## src/rtl/multdiv_seq.sv

```systemverilog
// Sequential signed multiply/divide unit: radix-2 shift-add multiply and restoring
// divide on operand magnitudes, one bit per cycle, with signs applied on the final step.
module multdiv_seq #(
    parameter int WIDTH = 32,
    parameter int TAG_W = 5
) (
    input  logic             clock,
    input  logic             reset,
    input  logic             flush,
    input  logic             start_mult,
    input  logic             start_div,
    input  logic [WIDTH-1:0] operand_a,
    input  logic [WIDTH-1:0] operand_b,
    input  logic [TAG_W-1:0] tag_in,
    output logic             in_ready,
    output logic             busy,
    output logic             result_valid,
    input  logic             result_ready,
    output logic [WIDTH-1:0] result_lo,
    output logic [WIDTH-1:0] result_hi,
    output logic             exception,
    output logic [TAG_W-1:0] tag_out
);

    localparam int CW = $clog2(WIDTH) + 1;
    localparam logic [CW-1:0] ITER = CW'(WIDTH);
    localparam logic [WIDTH-1:0] MIN_VAL = {1'b1, {(WIDTH-1){1'b0}}};

    typedef enum logic [1:0] {IDLE, MULT, DIV, DONE} state_t;

    state_t             state;
    logic [CW-1:0]      count;
    logic [WIDTH-1:0]   acc_hi;
    logic [WIDTH-1:0]   acc_lo;
    logic [WIDTH-1:0]   opnd_mag;
    logic               neg_lo;
    logic               neg_hi;
    logic               div_ovf;
    logic [TAG_W-1:0]   tag_r;

    logic [WIDTH-1:0]   abs_a;
    logic [WIDTH-1:0]   abs_b;
    logic [WIDTH:0]     mul_sum;
    logic [WIDTH-1:0]   mul_hi_n;
    logic [WIDTH-1:0]   mul_lo_n;
    logic [WIDTH:0]     div_shift;
    logic [WIDTH:0]     div_diff;
    logic [WIDTH-1:0]   div_hi_n;
    logic [WIDTH-1:0]   div_lo_n;
    logic [2*WIDTH-1:0] prod_mag;
    logic [2*WIDTH-1:0] prod;
    logic               mul_ovf;
    logic [WIDTH-1:0]   quot;
    logic [WIDTH-1:0]   rem;
    logic               is_div_ovf;

    assign in_ready     = (state == IDLE);
    assign busy         = (state != IDLE);
    assign result_valid = (state == DONE);

    always_comb begin
        abs_a = operand_a[WIDTH-1] ? -operand_a : operand_a;
        abs_b = operand_b[WIDTH-1] ? -operand_b : operand_b;
        is_div_ovf = (operand_a == MIN_VAL) && (operand_b == '1);

        // acc_lo holds the multiplier; product bits shift in from the top
        mul_sum  = {1'b0, acc_hi} + {1'b0, (acc_lo[0] ? opnd_mag : '0)};
        mul_hi_n = mul_sum[WIDTH:1];
        mul_lo_n = {mul_sum[0], acc_lo[WIDTH-1:1]};

        // acc_hi is the partial remainder, acc_lo shifts dividend out / quotient in
        div_shift = {acc_hi, acc_lo[WIDTH-1]};
        div_diff  = div_shift - {1'b0, opnd_mag};
        if (div_diff[WIDTH]) begin
            div_hi_n = div_shift[WIDTH-1:0];
            div_lo_n = {acc_lo[WIDTH-2:0], 1'b0};
        end else begin
            div_hi_n = div_diff[WIDTH-1:0];
            div_lo_n = {acc_lo[WIDTH-2:0], 1'b1};
        end

        prod_mag = {mul_hi_n, mul_lo_n};
        prod     = neg_lo ? -prod_mag : prod_mag;
        mul_ovf  = (prod[2*WIDTH-1:WIDTH] != {WIDTH{prod[WIDTH-1]}});
        quot     = neg_lo ? -div_lo_n : div_lo_n;
        rem      = neg_hi ? -div_hi_n : div_hi_n;
    end

    always_ff @(posedge clock) begin
        if (reset) begin
            state     <= IDLE;
            count     <= '0;
            acc_hi    <= '0;
            acc_lo    <= '0;
            opnd_mag  <= '0;
            neg_lo    <= 1'b0;
            neg_hi    <= 1'b0;
            div_ovf   <= 1'b0;
            tag_r     <= '0;
            result_lo <= '0;
            result_hi <= '0;
            exception <= 1'b0;
            tag_out   <= '0;
        end else if (flush) begin
            state     <= IDLE;
            result_lo <= '0;
            result_hi <= '0;
            exception <= 1'b0;
            tag_out   <= '0;
        end else begin
            case (state)
                IDLE: begin
                    if (start_mult || start_div) begin
                        tag_r  <= tag_in;
                        count  <= ITER;
                        acc_hi <= '0;
                        if (start_mult) begin
                            state    <= MULT;
                            opnd_mag <= abs_a;
                            acc_lo   <= abs_b;
                            neg_lo   <= operand_a[WIDTH-1] ^ operand_b[WIDTH-1];
                            neg_hi   <= 1'b0;
                            div_ovf  <= 1'b0;
                        end else if (operand_b == '0) begin
                            state     <= DONE;
                            result_lo <= '0;
                            result_hi <= '0;
                            exception <= 1'b1;
                            tag_out   <= tag_in;
                        end else begin
                            state    <= DIV;
                            opnd_mag <= abs_b;
                            acc_lo   <= abs_a;
                            neg_lo   <= operand_a[WIDTH-1] ^ operand_b[WIDTH-1];
                            neg_hi   <= operand_a[WIDTH-1];
                            div_ovf  <= is_div_ovf;
                        end
                    end
                end
                MULT: begin
                    acc_hi <= mul_hi_n;
                    acc_lo <= mul_lo_n;
                    count  <= count - CW'(1);
                    if (count == CW'(1)) begin
                        state     <= DONE;
                        result_hi <= prod[2*WIDTH-1:WIDTH];
                        result_lo <= prod[WIDTH-1:0];
                        exception <= mul_ovf;
                        tag_out   <= tag_r;
                    end
                end
                DIV: begin
                    acc_hi <= div_hi_n;
                    acc_lo <= div_lo_n;
                    count  <= count - CW'(1);
                    if (count == CW'(1)) begin
                        state     <= DONE;
                        result_lo <= quot;
                        result_hi <= rem;
                        exception <= div_ovf;
                        tag_out   <= tag_r;
                    end
                end
                DONE: begin
                    if (result_ready) begin
                        state     <= IDLE;
                        result_lo <= '0;
                        result_hi <= '0;
                        exception <= 1'b0;
                        tag_out   <= '0;
                    end
                end
                default: state <= IDLE;
            endcase
        end
    end

endmodule

```

## config.mk

```make
export PLATFORM = sky130hd
export DESIGN_NAME = multdiv_seq
export DESIGN_NICKNAME = d
export VERILOG_FILES = /design/src/rtl/multdiv_seq.sv
export SDC_FILE = /design/constraint.sdc
export NUM_CORES = 1
export LEC_CHECK = 0
export CORE_MARGIN = 1
export CORE_UTILIZATION = 55
export CTS_CLUSTER_DIAMETER = 30
export DETAILED_ROUTE_END_ITERATION = 8
export GPL_TIMING_DRIVEN = 0
export HOLD_SLACK_MARGIN = 0.1
export MAX_ROUTING_LAYER = met4
export PLACE_DENSITY = 0.83
export SYNTH_ARGS = -nofsm -noshare
export SYNTH_HDL_FRONTEND = slang
export SYNTH_SLANG_ARGS = --single-unit
```

## constraint.sdc

```tcl
create_clock -name clock -period 6.13 [get_ports clock]
set_input_delay 1.839 -clock clock [delete_from_list [all_inputs] [get_ports clock]]
set_output_delay 1.839 -clock clock [all_outputs]
set_load 0.1 [all_outputs]
```

==> flow_metrics.py <==
metrics = {
    "status": {
        "status": "finished, violations left",
        "violations": "DRC",
    },
    "floorplanning": {
        "pin_count": 148,
        "start_util_pct": 56.41,
        "die_w_um": 179.8,
        "die_y_um": 179.8,
        "fp.coreArea_sq_um": 30830,
        "dieArea_sq_um": 32340,
        "rows": 64,
    },
    "drt": {
        "totalWireLength_um": 73380,
        "routedWlPerCell_um": 24.27,
        "first_iter_violations": 2874,
        "drc": 3,
        "antenna_left": 0,
        "via_per_inst": 6.854,
        "drt-pass1-iter-count": 9,
        "num_vias": 20728,
    },
    "final_layout": {
        "final_cells": 3024,
        "antenna_cells": 0,
        "final_common_cell": "nor2_1",
        "layout-drive-gt1-share_pct": 3.615,
        "multi_input_area_sq_um": 12880,
        "syn_to_final_growth_pct": 15.70,
        "fin_nets": 2769,
        "n_fill_cell": 2823,
        "final_cell_mix": "341 x nor2_1, 244 x nand2_1, 181 x dfxtp_1",
        "seqCellArea_sq_um": 3645,
    },
    "logic_synthesis": {
        "synth_seq_area_share_pct": 20.95,
        "yosysTopAreaCellShare_pct": 20.95,
        "ys_seq_elements": 182,
        "syn-num-nets": 2606,
        "synth_edf_count": 0,
        "synthTopCellsByArea": "dfxtp_1 21%, nor2_1 7.4%, xnor2_1 5.7%, xor2_1 5.5%, ha_1 5.5%",
        "synth-warning-count": 0,
        "avgSynthCellArea_sq_um": 7.090,
        "synth_cells": 2453,
        "synthesis.area_sq_um": 17390,
        "synth_ff_type": "dfxtp_1",
        "synth.distinct_cells": 81,
        "synth-async-reset-ratio_pct": 0,
        "yosysTopAreaCell": "dfxtp_1",
    },
    "global_routing": {
        "use_met1_pct": 53.13,
        "grt.overflow.total": 0,
        "grt_first_pass_wirelength_um": 111300,
        "antenna_found_initial": 0,
        "grt_usage_pct": 45.76,
        "met3_usage_pct": 10.17,
        "grt_max_degree": 20,
        "gr-max-usage-layer": "met2",
        "grt_pass1_vias": 19121,
        "use_met2_pct": 71.47,
    },
    "cts": {
        "cts.sinks": 182,
        "h-tree-depth": 4,
        "cts_inserted_buffers": 17,
        "clk_pin_slew_ns": 0.07,
        "cts_tree": "yes",
        "clk_path_buf_depth": 2,
        "insertion_delay_ns": 0.47,
        "holdBufCountCts": 0,
        "clockRootBuffer": "clkbuf_16",
    },
    "pwr": {
        "internal_power_mw": 2.392,
        "swShare_pct": 41.54,
        "p_leak_nw": 7.619,
        "switchingPower_mw": 1.700,
        "power_mw": 4.092,
        "cellPowerDensity_nw_per_um2": 203.4,
        "share_comb_of_total_power_pct": 39.9,
        "pwr-share-seq_pct": 31.1,
        "peakVddDrop_v": 0.0002482,
        "power.share.clock_pct": 29.0,
    },
    "placement": {
        "place_inst": 2995,
        "gp_congestion": 1.059,
        "dp_hpwl_um": 57910,
        "port_buffers": 145,
    },
    "timing": {
        "hold_ws_ns": 0.4629,
        "finClkSkew_ns": 0.01903,
        "rsz0062_at_grt": "yes",
        "min_period_over_period_pct": 98.08,
        "hold_violations": 0,
        "max_clock_freq_mhz": 166.3,
        "slew_headroom_pct": 3.252,
        "finalCriticalPeriod_ns": 6.012,
        "setup_viol": 0,
        "finalMaxSlewViolations": 0,
        "max_slew.worst_pin.slew_ns": 1.443,
    },
    "worst_setup_path": {
        "cp-start-kind": "register",
        "crit_chain": "inv_1, ha_1, inv_1, fa_1, a21o_1, a21o_1, a31oi_4, nor3_4, o21a_1, a311oi_4, nor2_2, inv_4, clkbuf_4, nor2_1, a21oi_1, ha_1, and3_1, nand3_1, o31a_1, nand3b_1, o31ai_2, xor2_1, o221ai_1",
        "crit_arrival_ns": 6.33,
        "cp_max_fo": 16,
        "critPathLaunch": "acc_lo[31]$_SDFFE_PP0P_",
        "critPathSlowestCell": "a311oi_4",
        "setup.worst_path.end_class": "register",
        "crit_type": "reg -> reg",
        "slowest_delay_ns": 0.49,
        "required_ns": 6.45,
        "r2r_start": "acc_lo[31]$_SDFFE_PP0P_",
    },
    "hold_path": {
        "min_path_type": "reg -> reg",
        "min_from": "result_hi[11]$_SDFFE_PP0P_",
    },
    "job": {
        "cap_violations": 0,
    },
}
-- sequential cells by signal, indices dropped and copies added, names as in the netlist --
register   flops
acc_hi        32
acc_lo        32
count          6
div_ovf        1
exception      1
neg_hi         1
neg_lo         1
opnd_mag      32
result_hi     32
result_lo     32
state          2
tag_out        5
tag_r          5
-- metal layers --
layer / up-vias / part of all wire, % / routed length, um
li1: 9313 / - / -
met1: 9625 / 37 / 27230
met2: 1438 / 45 / 32690
met3: 352 / 11 / 8043
met4: 0 / 7.4 / 5415
met5: - / 0 / 0
-- power groups by stage --
stage	registers, mW	logic (mW)	clock network [mW]
4_1_cts	1.27	1.56	1.17
3_5_place_dp	1.30	1.54	0
2_1_floorplan	1.30	1.00	0
3_3_place_gp	1.29	1.52	0
6_report	1.27	1.63	1.19
5_1_grt	1.28	1.73	1.22
-- what timing repair did --
item | 4_1_cts | 5_1_grt
pin swaps | 1 | 2
gates resized for setup | 20 | 24
buffers inserted | 0 | 2
setup endpoints to repair | 54 | 27
-- worst paths after layout --
check	endpoint	slack [ns]	cells after the start
worst max-delay path	result_hi[30]$_SDFFE_PP0P_	0.12	23
worst min-delay path	result_hi[11]$_SDFFE_PP0P_	0.46	2
worst max register to register	result_hi[30]$_SDFFE_PP0P_	0.12	23
worst min register to register	result_hi[11]$_SDFFE_PP0P_	0.46	2
-- cell usage after synthesis (all sizes together), types with 10 or more instances --
| cell | number |
|---|---|
| o41ai | 22 |
| o21ai | 182 |
| and2 | 12 |
| nand2b | 13 |
| ha | 76 |
| a211oi | 54 |
| nand4 | 28 |
| a31oi | 18 |
| inv | 75 |
| and3 | 15 |
| o22ai | 25 |
| nand2 | 245 |
| or2 | 14 |
| xnor2 | 113 |
| a21o | 27 |
| a21oi | 147 |
| a311oi | 19 |
| xor2 | 109 |
| o31ai | 34 |
| a221oi | 15 |
| buf | 25 |
| or4 | 26 |
| nor3 | 42 |
| or3 | 40 |
| a22oi | 69 |
| a22o | 39 |
| mux2i | 32 |
| o211ai | 10 |
| a211o | 27 |
| clkbuf | 158 |
| dfxtp | 182 |
| o21a | 13 |
| nor4 | 26 |
| o31a | 13 |
| nor2 | 343 |
| nand3 | 44 |
-- cell type report --
type                            instances  area share [%]
Inverter                               76           1.449
Clock buffer                           21           2.338
Multi-Input combinational cell       2012           64.01
Tap cell                              396           2.462
Clock inverter                         10          0.6653
Sequential cell                       182           18.11
Buffer                                179           3.575
Timing Repair Buffer                  148           7.387
-- per-stage QoR --
stage | util, % | cell area [sq um] | setup TNS (ns) | setup WS [ns]
final | 65.27 | 20120 | 0 | 0.1178
after global placement | 62.73 | 19340 | -43.18 | -1.419
after global routing | 65.27 | 20120 | -0.09377 | -0.06211
after floorplan | - | 17390 | 0 | 0.6725
after detailed placement | 62.77 | 19350 | -48.30 | -1.548
after CTS | 64.95 | 20020 | 0 | 0.01612
-- critical path, delay by kind of cell, from the launching register on --
| family | cells | cell delay (ns) |
|---|---|---|
| buf+inv | 4 | 0.71 |
| fa+ha+maj | 3 | 0.93 |
| compound gates | 9 | 2.60 |
| xor+xnor | 1 | 0.23 |
| flops | 1 | 0.40 |
| simple gates | 6 | 0.96 |
-- cells by family after synthesis --
family | Yosys count | share of synthesized area (%)
fa+ha+maj | 78 | 5.698
buf+inv | 259 | 5.734
simple gates | 892 | 23.78
mux | 36 | 2.101
xor+xnor | 222 | 11.18
compound gates | 784 | 30.56
flops | 182 | 20.95
No activity file was read; power rests on OpenSTA's default activity.
==> patch (same flow settings) <==
Reset style: asynchronous (`reset`), changed in one clocked block.
--- a/src/rtl/multdiv_seq.sv
+++ b/src/rtl/multdiv_seq.sv
@@ -87,5 +87,5 @@
     end
 
-    always_ff @(posedge clock) begin
+    always_ff @(posedge clock or posedge reset) begin
         if (reset) begin
             state     <= IDLE;
Check against the original RTL: not settled (the Yosys comparison gave no result); the edit may change what the design does.
==> patch against the original RTL <==
Worst setup slack better by 0.032 ns; utilization about the same; global-route usage shrank 1.0 points; routed wire length shrank 0.67%; synthesized area is 2.9% higher; final area grew 3.1%; sequential cell count stayed put.
Power is not compared: it rests on default switching activity, and its combinational part moved more than twofold at a synthesized area within 25%.
==> patch: results <==
{
  "status": "finished, final reports clean",
  "synth.area.mux_share_pct": 1.97,
  "drive_above_1_share_pct": 4.81,
  "dp_hpwl_um": 59000,
  "synth_cell_types": 95,
  "max_stage_delay_ns": 0.47,
  "yosys-top-cells-area": "dfrtp_1 (25%), o21ai_0 (7.8%), xnor2_1 (7.2%), nand2_1 (6.5%), ha_1 (5.4%)",
  "first_iter_violations": 2751,
  "wl_met3_um": 9030,
  "clock_skew_ns": 0.0261,
  "dpl_worst_slack_ns": -0.882,
  "startpoint": "acc_lo[31]",
  "met1_length_um": 28700,
  "grt_max_degree": 44,
  "grt_first_pass_wirelength_um": 109000,
  "reg2reg_depth": 27,
  "netlist_top_cells_count": "nand2_1 (312), o21ai_0 (278), nor2_1 (228), a21oi_1 (184), dfrtp_1 (182)",
  "vias": 20200,
  "post_cts_buffers": 2,
  "min_period_ns": 5.98,
  "whs_ns": 0.479,
  "yosys.area_share.adder_pct": 5.61,
  "post_cts_resized": 13,
  "drt_first_pass_iters": 6,
  "async_reset_ff_share_pct": 100,
  "met1_usage_pct": 56.7,
  "netlist_instances": 2413,
  "r2r_setup_slack_ns": 0.15,
  "grt_usage_pct": 44.8,
  "finalNetCount": 2740,
  "met2WireLength_um": 31000,
  "synth_compound_area_share_pct": 28.9,
  "grt_antenna_before_repair": 1,
  "r2r-end": "result_hi[28]",
  "syn_nets": 2567
}
## patch: power breakdown
part | switching (uW) | internal, uW | leakage [uW]
Combinational | 4850 | 2150 | 0.00559
Clock | 589 | 586 | 0.000298
Sequential | 284 | 1560 | 0.00237
Total | 5720 | 4290 | 0.00826
## patch: worst min path at each step
| stage | endpoint | startpoint |
|---|---|---|
| final | result_lo[30] | result_lo[30] |
| after global routing | result_lo[26] | result_lo[26] |
| after CTS | opnd_mag[3] | opnd_mag[3] |
| after detailed placement | result_lo[30] | result_lo[30] |
| after global placement | opnd_mag[5] | opnd_mag[5] |
| after floorplan | div_ovf | div_ovf |
## patch: area by class of cell
class	count	area, sq um	share of cell area [%]
Antenna cell	1	2.50	0.0121
Buffer	165	649	3.13
Clock buffer	17	425	2.05
Clock inverter	15	184	0.886
Inverter	75	285	1.37
Multi-Input combinational cell	1990	12500	60.4
Sequential cell	182	4560	21.9
Tap cell	435	544	2.62
Timing Repair Buffer	155	1580	7.60
